**src/rtl/pad_boot_sequencer.sv**
```systemverilog
// pad_boot_sequencer: boot/run-control sequencer between the pad ring and the core.
//   Holds core reset for a fixed period, then waits for the fetch-enable pad and an idle
//   SPI-slave chip select. After a programmable quiet delay it asserts core fetch enable,
//   then watches end-of-computation and an optional watchdog to give sticky pad status.
// Optional feature macro: BOOT_SEQ_WDT_EN (watchdog compare and RUN counter).
//   When undefined, wdt_limit_i is ignored, TIMEOUT is unreachable and timeout_o is 0.
// Ports:
//   clk, rst_n      - system clock, asynchronous active-low reset
//   fetch_en_pad_i  - fetch-enable pad (asynchronous, 2-flop synchronised)
//   spi_cs_n_i      - SPI-slave chip select pad (asynchronous, 2-flop synchronised, low = loading)
//   eoc_i           - end of computation from core gpio_out[8] (clk domain, used in RUN only)
//   wdt_limit_i     - watchdog limit in RUN cycles, 0 disables
//   core_rst_n_o    - registered reset to core/peripherals
//   fetch_enable_o  - registered fetch enable to core
//   eoc_o           - sticky end of computation
//   timeout_o       - sticky watchdog expiry
//   state_o         - current state encoding
module pad_boot_sequencer #(
  parameter int RST_HOLD_CYCLES    = 16,
  parameter int FETCH_DELAY_CYCLES = 500,
  parameter int WDT_WIDTH          = 32
) (
  input  logic                 clk,
  input  logic                 rst_n,
  input  logic                 fetch_en_pad_i,
  input  logic                 spi_cs_n_i,
  input  logic                 eoc_i,
  input  logic [WDT_WIDTH-1:0] wdt_limit_i,
  output logic                 core_rst_n_o,
  output logic                 fetch_enable_o,
  output logic                 eoc_o,
  output logic                 timeout_o,
  output logic [2:0]           state_o
);

  // One shared counter, wide enough for every phase that uses it.
  localparam int RH_W  = $clog2(RST_HOLD_CYCLES + 1);
  localparam int FD_W  = $clog2(FETCH_DELAY_CYCLES + 1);
  localparam int RF_W  = (RH_W > FD_W) ? RH_W : FD_W;
  localparam int CNT_W = (WDT_WIDTH > RF_W) ? WDT_WIDTH : RF_W;

  localparam logic [CNT_W-1:0] RH_LAST = CNT_W'(RST_HOLD_CYCLES - 1);
  localparam logic [CNT_W-1:0] FD_LAST = CNT_W'(FETCH_DELAY_CYCLES - 1);
  localparam logic [CNT_W-1:0] CNT_ONE = CNT_W'(1);

  typedef enum logic [2:0] {
    ST_RST_HOLD    = 3'd0,
    ST_WAIT_LOAD   = 3'd1,
    ST_FETCH_DELAY = 3'd2,
    ST_RUN         = 3'd3,
    ST_DONE        = 3'd4,
    ST_TIMEOUT     = 3'd5
  } state_t;

  state_t           state;
  state_t           state_nxt;
  logic [CNT_W-1:0] cnt;
  logic [CNT_W-1:0] cnt_nxt;

  logic fen_q1, fen_s;
  logic csn_q1, csn_s;
  logic wdt_hit;

  // Pad synchronisers. Reset values represent "not enabled" and "loader idle".
  always_ff @(posedge clk or negedge rst_n) begin
    if (!rst_n) begin
      fen_q1 <= 1'b0;
      fen_s  <= 1'b0;
      csn_q1 <= 1'b1;
      csn_s  <= 1'b1;
    end else begin
      fen_q1 <= fetch_en_pad_i;
      fen_s  <= fen_q1;
      csn_q1 <= spi_cs_n_i;
      csn_s  <= csn_q1;
    end
  end

`ifdef BOOT_SEQ_WDT_EN
  // cnt holds the number of completed RUN cycles; the hit fires on the edge that
  // completes wdt_limit_i of them. The limit is re-read every cycle.
  logic [CNT_W-1:0] wdt_last;
  assign wdt_last = CNT_W'(wdt_limit_i) - CNT_ONE;
  assign wdt_hit  = (wdt_limit_i != '0) && (cnt == wdt_last);
`else
  logic unused_wdt;
  assign unused_wdt = ^wdt_limit_i;
  assign wdt_hit    = 1'b0;
`endif

  always_comb begin
    state_nxt = state;
    unique case (state)
      ST_RST_HOLD: begin
        if (cnt == RH_LAST) state_nxt = ST_WAIT_LOAD;
      end
      ST_WAIT_LOAD: begin
        if (fen_s && csn_s) state_nxt = ST_FETCH_DELAY;
      end
      ST_FETCH_DELAY: begin
        // Loader activity or fetch-enable drop restarts the quiet window.
        if (!csn_s || !fen_s)  state_nxt = ST_WAIT_LOAD;
        else if (cnt == FD_LAST) state_nxt = ST_RUN;
      end
      ST_RUN: begin
        if (eoc_i)        state_nxt = ST_DONE;
        else if (!fen_s)  state_nxt = ST_WAIT_LOAD;
        else if (wdt_hit) state_nxt = ST_TIMEOUT;
      end
      ST_DONE:    state_nxt = ST_DONE;
      ST_TIMEOUT: state_nxt = ST_TIMEOUT;
      default:    state_nxt = ST_RST_HOLD;
    endcase
  end

  always_comb begin
    cnt_nxt = cnt;
    if (state_nxt != state) begin
      cnt_nxt = '0;
    end else begin
      case (state)
        ST_RST_HOLD, ST_FETCH_DELAY: cnt_nxt = cnt + CNT_ONE;
`ifdef BOOT_SEQ_WDT_EN
        ST_RUN: if (cnt != '1) cnt_nxt = cnt + CNT_ONE;
`endif
        default: cnt_nxt = cnt;
      endcase
    end
  end

  always_ff @(posedge clk or negedge rst_n) begin
    if (!rst_n) begin
      state <= ST_RST_HOLD;
      cnt   <= '0;
    end else begin
      state <= state_nxt;
      cnt   <= cnt_nxt;
    end
  end

  // Outputs are decoded from the next state and registered, so they change on the
  // same edge as state_o and never see a combinational path from the inputs.
  always_ff @(posedge clk or negedge rst_n) begin
    if (!rst_n) begin
      core_rst_n_o   <= 1'b0;
      fetch_enable_o <= 1'b0;
      eoc_o          <= 1'b0;
    end else begin
      core_rst_n_o   <= (state_nxt != ST_RST_HOLD);
      fetch_enable_o <= (state_nxt == ST_RUN) || (state_nxt == ST_DONE);
      eoc_o          <= (state_nxt == ST_DONE);
    end
  end

`ifdef BOOT_SEQ_WDT_EN
  always_ff @(posedge clk or negedge rst_n) begin
    if (!rst_n) timeout_o <= 1'b0;
    else        timeout_o <= (state_nxt == ST_TIMEOUT);
  end
`else
  assign timeout_o = 1'b0;
`endif

  assign state_o = state;

endmodule

```
**config.mk**
```make
export PLATFORM = sky130hd
export DESIGN_NAME = pad_boot_sequencer
export DESIGN_NICKNAME = d
export VERILOG_FILES = /design/src/rtl/pad_boot_sequencer.sv
export SDC_FILE = /design/constraint.sdc
export NUM_CORES = 1
export LEC_CHECK = 0
export ABC_AREA = 1
export CAP_MARGIN = 20
export CORE_MARGIN = 10
export CORE_UTILIZATION = 40
export DETAILED_ROUTE_END_ITERATION = 7
export PLACE_DENSITY_LB_ADDON = 0.1
export SKIP_CTS_REPAIR_TIMING = 1
export SLEW_MARGIN = 20
export SYNTH_ARGS = -nofsm -noshare
export SYNTH_HDL_FRONTEND = slang
export SYNTH_SLANG_ARGS = --single-unit
```
**constraint.sdc**
```tcl
create_clock -name clk -period 1.8 [get_ports clk]
set_input_delay 0.36 -clock clk [delete_from_list [all_inputs] [get_ports clk]]
set_output_delay 0.36 -clock clk [all_outputs]
set_load 0.02 [all_outputs]
```
Yosys cells after proc, flatten, opt, wreduce, memory -nomap -nowiden --
Cells that the tools add are included.
Storage, ports and cells: register bits 42, output and inout port bits 7
Cells by class: $add $sub $neg 1, eq/ne operators 10, muxes and demuxes 9, reduce and logical (&&, ||, !) cells 9
Operators with widths (number):
- $mux W32 | 2
- $add A32 B1 Y32 const B | 1
- $eq A32 B4 Y1 const B | 1
- $eq A32 B9 Y1 const B | 1
- $mux W3 | 6
- $pmux W3 S6 | 1
- $eq A3 B2 Y1 const B | 3
- $eq A3 B3 Y1 const B | 3
- $eq A3 B1 Y1 const B | 1
- $logic_not A3 Y1 | 1
- $ne A3 B3 Y1 | 1
- $reduce_bool A3 Y1 | 1
- $logic_not A1 Y1 | 2
- $logic_or A1 B1 Y1 | 2
- $reduce_bool A2 Y1 | 1
- $reduce_or A2 Y1 | 1
- $logic_and A1 B1 Y1 | 1

Depth between registers and ports, before layout --
word-level depth 6, gate-level depth with buffers 13

Worst setup path after synthesis --
Ideal clock, no wire load.
kind flip-flop to flip-flop, start register state[2], in the netlist state_o[2], end register cnt[12], arrival time 1478 ps, data required time 1681 ps, slack 203 ps, cell stages (with the launch flop) 12, path buffers 1, cell sequence dfrtp_1 > nor2_2 > nand2_1 > nor2_1 > nand3_1 > nand2_1 > nand2_1 > nand2_2 > nand2_4 > nand2_4 > buf_6 > nor2_1
Between the ends: elaborated cells between the ends (all ways) 17
RTL lines:
- from (decl) | RTL line 55 | state_t state;
- from (signal assigned) | RTL line 136 | state <= state_nxt;
- $eq A3 B3 Y1, or another cell as far along | RTL line 93 | unique case (state)
- $pmux W3 S6 (*) | RTL line 93
- named net state_nxt[0] | RTL line 56 | state_t state_nxt;
- $ne A3 B3 Y1 (*) | RTL line 118 | if (state_nxt != state) begin
- $mux W32 / $reduce_bool A2 Y1 (equally long branches)
- to (signal assigned) | RTL line 137 | cnt <= cnt_nxt;
- to (decl) | RTL line 57 | logic [CNT_W-1:0] cnt;
The timed path passes the listed nets; every way through them passes the cells marked *. A chain may end at the register's enable or synchronous reset.

Worst setup path after layout --
start register cnt[5], end register cnt[16]
Between the ends: cells in the longest elaborated chain, start to end 6, elaborated cells between the ends (all ways) 11
RTL lines:
- $eq A32 B9 Y1 | RTL line 103 | else if (cnt == FD_LAST) state_nxt = ST_RUN;
- $mux W3 | RTL line 103
- $mux W3 | RTL line 102 | if (!csn_s || !fen_s) state_nxt = ST_WAIT_LOAD;
- $pmux W3 S6 | RTL line 93
- $ne A3 B3 Y1 | RTL line 118
- $mux W32 / $reduce_bool A2 Y1 (equally long branches)
Parallel ways exist; a longest one is shown, timed or not. The select of a mux whose other input is x is not followed.

==> summary.md <==
| Metric | Value |
|---|---|
| Status | complete, no violations |
| Initial antenna violation count | 0 |
| Iteration count of the initial detailed-routing pass | 4 |
| Final Skew | 0.0109 ns |
| Static Leak | around 1.5 nW |
| CTS tree | done |
| I/O Buffers | 10 |
| Sequential share of the synthesized area | 0.403 |
| CTS root buffer | clkbuf_8 |
| Mean post-synth cell area | between 7 and 8 sq um |
| Clk_lat worst skew | about 0.30 ns |
| Seq cells post-synth | 42 |
| Synth cell types | 36 |
| Worst setup margin | ~0.17 ns |
| Drt first-iter violations | between 70 and 80 |
| Number of global-route vias before repair | ~2.3k |
| Maxcap violations | 0 |
| RSZ-0062 raised after global routing | true |
| Syn nets | ~390 |
| Syn-to-layout area delta | 17.6% |
| Routability cong. | around 0.87 |
| Max FO, Critical Path | 4 |
| CP Data Arrival Time | approximately 1.8 ns |
| Setup CP Type | reg2reg |
| CP top delay family | simple AND/OR/NAND/NOR gates |
| Gr busiest metal | met2 |
| Proportion of layout cells with a drive suffix above 1 | 0.183 |
| GRT met3 Usage | 0.0295 |
| R2R setup slack | approximately 0.17 ns |
| DR vias | 2283 |
| Final instance area | between 0.003 and 0.004 sq mm |
| Die X | 101 microns |
| DP Area | approximately 0.0029 sq mm |
| Crit end category | flip-flop |
| Clk sink count | 42 |
| Die ar. | 0.0102 sq mm |
| Row count | 29 |
| Total GRT Usage | 0.132 |
| Min cycle time layout | approximately 1.6 ns |
| Ys Warns | 0 |
| CTS max path bufs | 2 |
| NumNets Final | approximately 430 |
| Met2 GRT Util | 0.215 |
| Final max-slew violation count | 0 |
| Place WS | -0.0401 ns |
| WP buf/inv | 0 |
| Worst path max stage delay | roughly 0.41 ns |
| Num CTS Buffers | 5 |
| Post-route ant nets | 0 |
| Final wirelength | roughly 6300 microns |
| WL per Instance | ~14 microns |
| Pin count of the biggest net entering global routing | 24 |
| Worst ir drop on vdd | between 500 and 600 uV |
| Routing usage on met1 | 0.169 |
| CP cell instances | nand2_1 -> nor2_2 -> nand2_2 -> nor2_4 -> nand2_2 -> nor3_4 -> nand2_1 -> xor2_1 -> nor2_2 |
| Area of the core | about 0.0063 sq mm |
| Post-Synthesis Cells | 356 |
| I/O Pins | 44 |
| Startpoint types | flip-flop |
| Final period util | 0.907 |
| FMAX | roughly 600 MHz |
| Die Y-Extent | 101 microns |
| Clk slew on worst S/H paths | approximately 0.09 ns |
| Power, Total | around 0.0029 W |
| Hold Path Class | in2async |
| H-tree depth | 2 |
| First-pass GRT wire length | roughly 11000 microns |
| Critical Path RT | 1.99 ns |
| GRT Residual Overflow | 0 |
| ANT cells | 0 |
| Final HPWL from detailed placement | between 4000 and 5000 microns |
| Initial Util | 0.412 |
| Cell area after synthesis | approximately 0.0026 sq mm |
| Residual DRC count | 0 |
| PwrDens | 944 mW/mm^2 |
| Setup violators final | 0 |
| Hold Vio Cnt, Final | 0 |
| Fill cells | around 650 |
| Via density | just under 5 |
| Slowest CP cell | dfrtp_1 |
-- cell type report --
class	instances	area [sq um]	area share
Sequential cell	42	1060	0.344
Inverter	41	154	0.0501
Multi-Input combinational cell	266	1390	0.453
Clock inverter	2	13.8	0.00448
Timing Repair Buffer	31	289	0.0940
Tap cell	77	96.3	0.0313
Clock buffer	6	72.6	0.0236
-- registers in the layout, indices dropped and copies added, names as in the netlist --
signal,count
fen_q1,1
cnt,32
csn_q1,1
fetch_enable_o,1
state_o,3
eoc_o,1
csn_s,1
core_rst_n_o,1
fen_s,1
-- through the flow --
stage	cells	hold slack (ns)	TNS [ns]	utilization
3_3_place_gp	452	0.333	-0.124	0.456
6_report	465	0.0242	0	0.484
4_1_cts	460	0.0363	-0.0811	0.470
3_5_place_dp	452	0.336	-0.117	0.456
2_1_floorplan	356	0.0644	0	-
5_1_grt	465	0.0540	-0.0286	0.484
-- cell usage in the layout (no fill, tap or decap), types with 4 or more instances in the layout --
master	count
nand2_1	89
nor2_1	73
inv_1	40
dfrtp_1	37
nand3_1	19
buf_4	18
nand4_1	14
xor2_1	10
nor3_1	8
nor2_2	8
nor3_2	6
clkdlybuf4s50_1	6
nand2_2	5
clkbuf_8	5
nor2_4	4
xnor2_1	4
-- report_power, final --
part | leakage, nW | internal, W | switching (W) | total, W
registers | 0.560 | 0.00105 | 0.000103 | 0.00115
logic | 0.856 | 0.000446 | 0.000689 | 0.00114
clock network | 0.0452 | 0.000274 | 0.000344 | 0.000619
-- cells in the mapped netlist --
library cell   n  area, sq um
nand4_1       14         87.6
a21oi_1        3         15.0
ha_1           1         12.5
nor3_1         8         40.0
nand2_1       89          334
nor2_2         8         50.1
o21bai_1       2         15.0
nand3_1       20          100
a31oi_1        1         6.26
inv_1         40          150
buf_4          1         7.51
nor4_1         1         6.26
clkbuf_1       2         7.51
xnor2_1        4         35.0
dfstp_2        2         52.6
nand3_2        2         20.0
a31o_2         1         8.76
xor2_1        10         87.6
nor2_4         2         22.5
buf_2          1         5.00
o21ai_0        2         10.0
and3_1         1         6.26
nand3b_1       1         7.51
nand2_4        2         22.5
conb_1         1         3.75
buf_6          3         33.8
dfrtp_1       40         1000
o22ai_1        1         6.26
nor2_1        75          282
nand4_4        1         21.3
a31oi_4        1         21.3
inv_2          1         3.75
nor3b_2        1         12.5
nand2_2        5         31.3
nor3_2         7         70.1
a21oi_2        2         17.5
-- metal layers --
metal,up-vias,wire [microns]
met5,-,0
met4,0,107
met3,10,217
met2,33,2980
met1,1062,3010
li1,1178,-
-- path summary, 6_finish.rpt --
kind	from	end	cells after the start
setup / recovery	cnt[5]$_DFFE_PN0P_	cnt[16]$_DFFE_PN0P_	9
hold / removal	rst_n	cnt[14]$_DFFE_PN0P_	1
setup reg to reg	cnt[5]$_DFFE_PN0P_	cnt[16]$_DFFE_PN0P_	9
hold reg to reg	fen_q1$_DFF_PN0_	fen_s$_DFF_PN0_	0
max in group asynchronous	rst_n	csn_s$_DFF_PN1_	2
min in group clk	fen_q1$_DFF_PN0_	fen_s$_DFF_PN0_	0
-- cell families after synthesis --
logic type               Yosys count  share of synthesized area
XOR/XNOR                          14                     0.0469
adder cells (fa/ha/maj)            1                    0.00479
AO/OA/AOI/OAI                     13                     0.0383
other                              1                    0.00143
buffers and inverters             48                     0.0795
AND/OR/NAND/NOR                  237                      0.426
flip-flops                        42                      0.403
No activity file was read; power rests on OpenSTA's default activity.
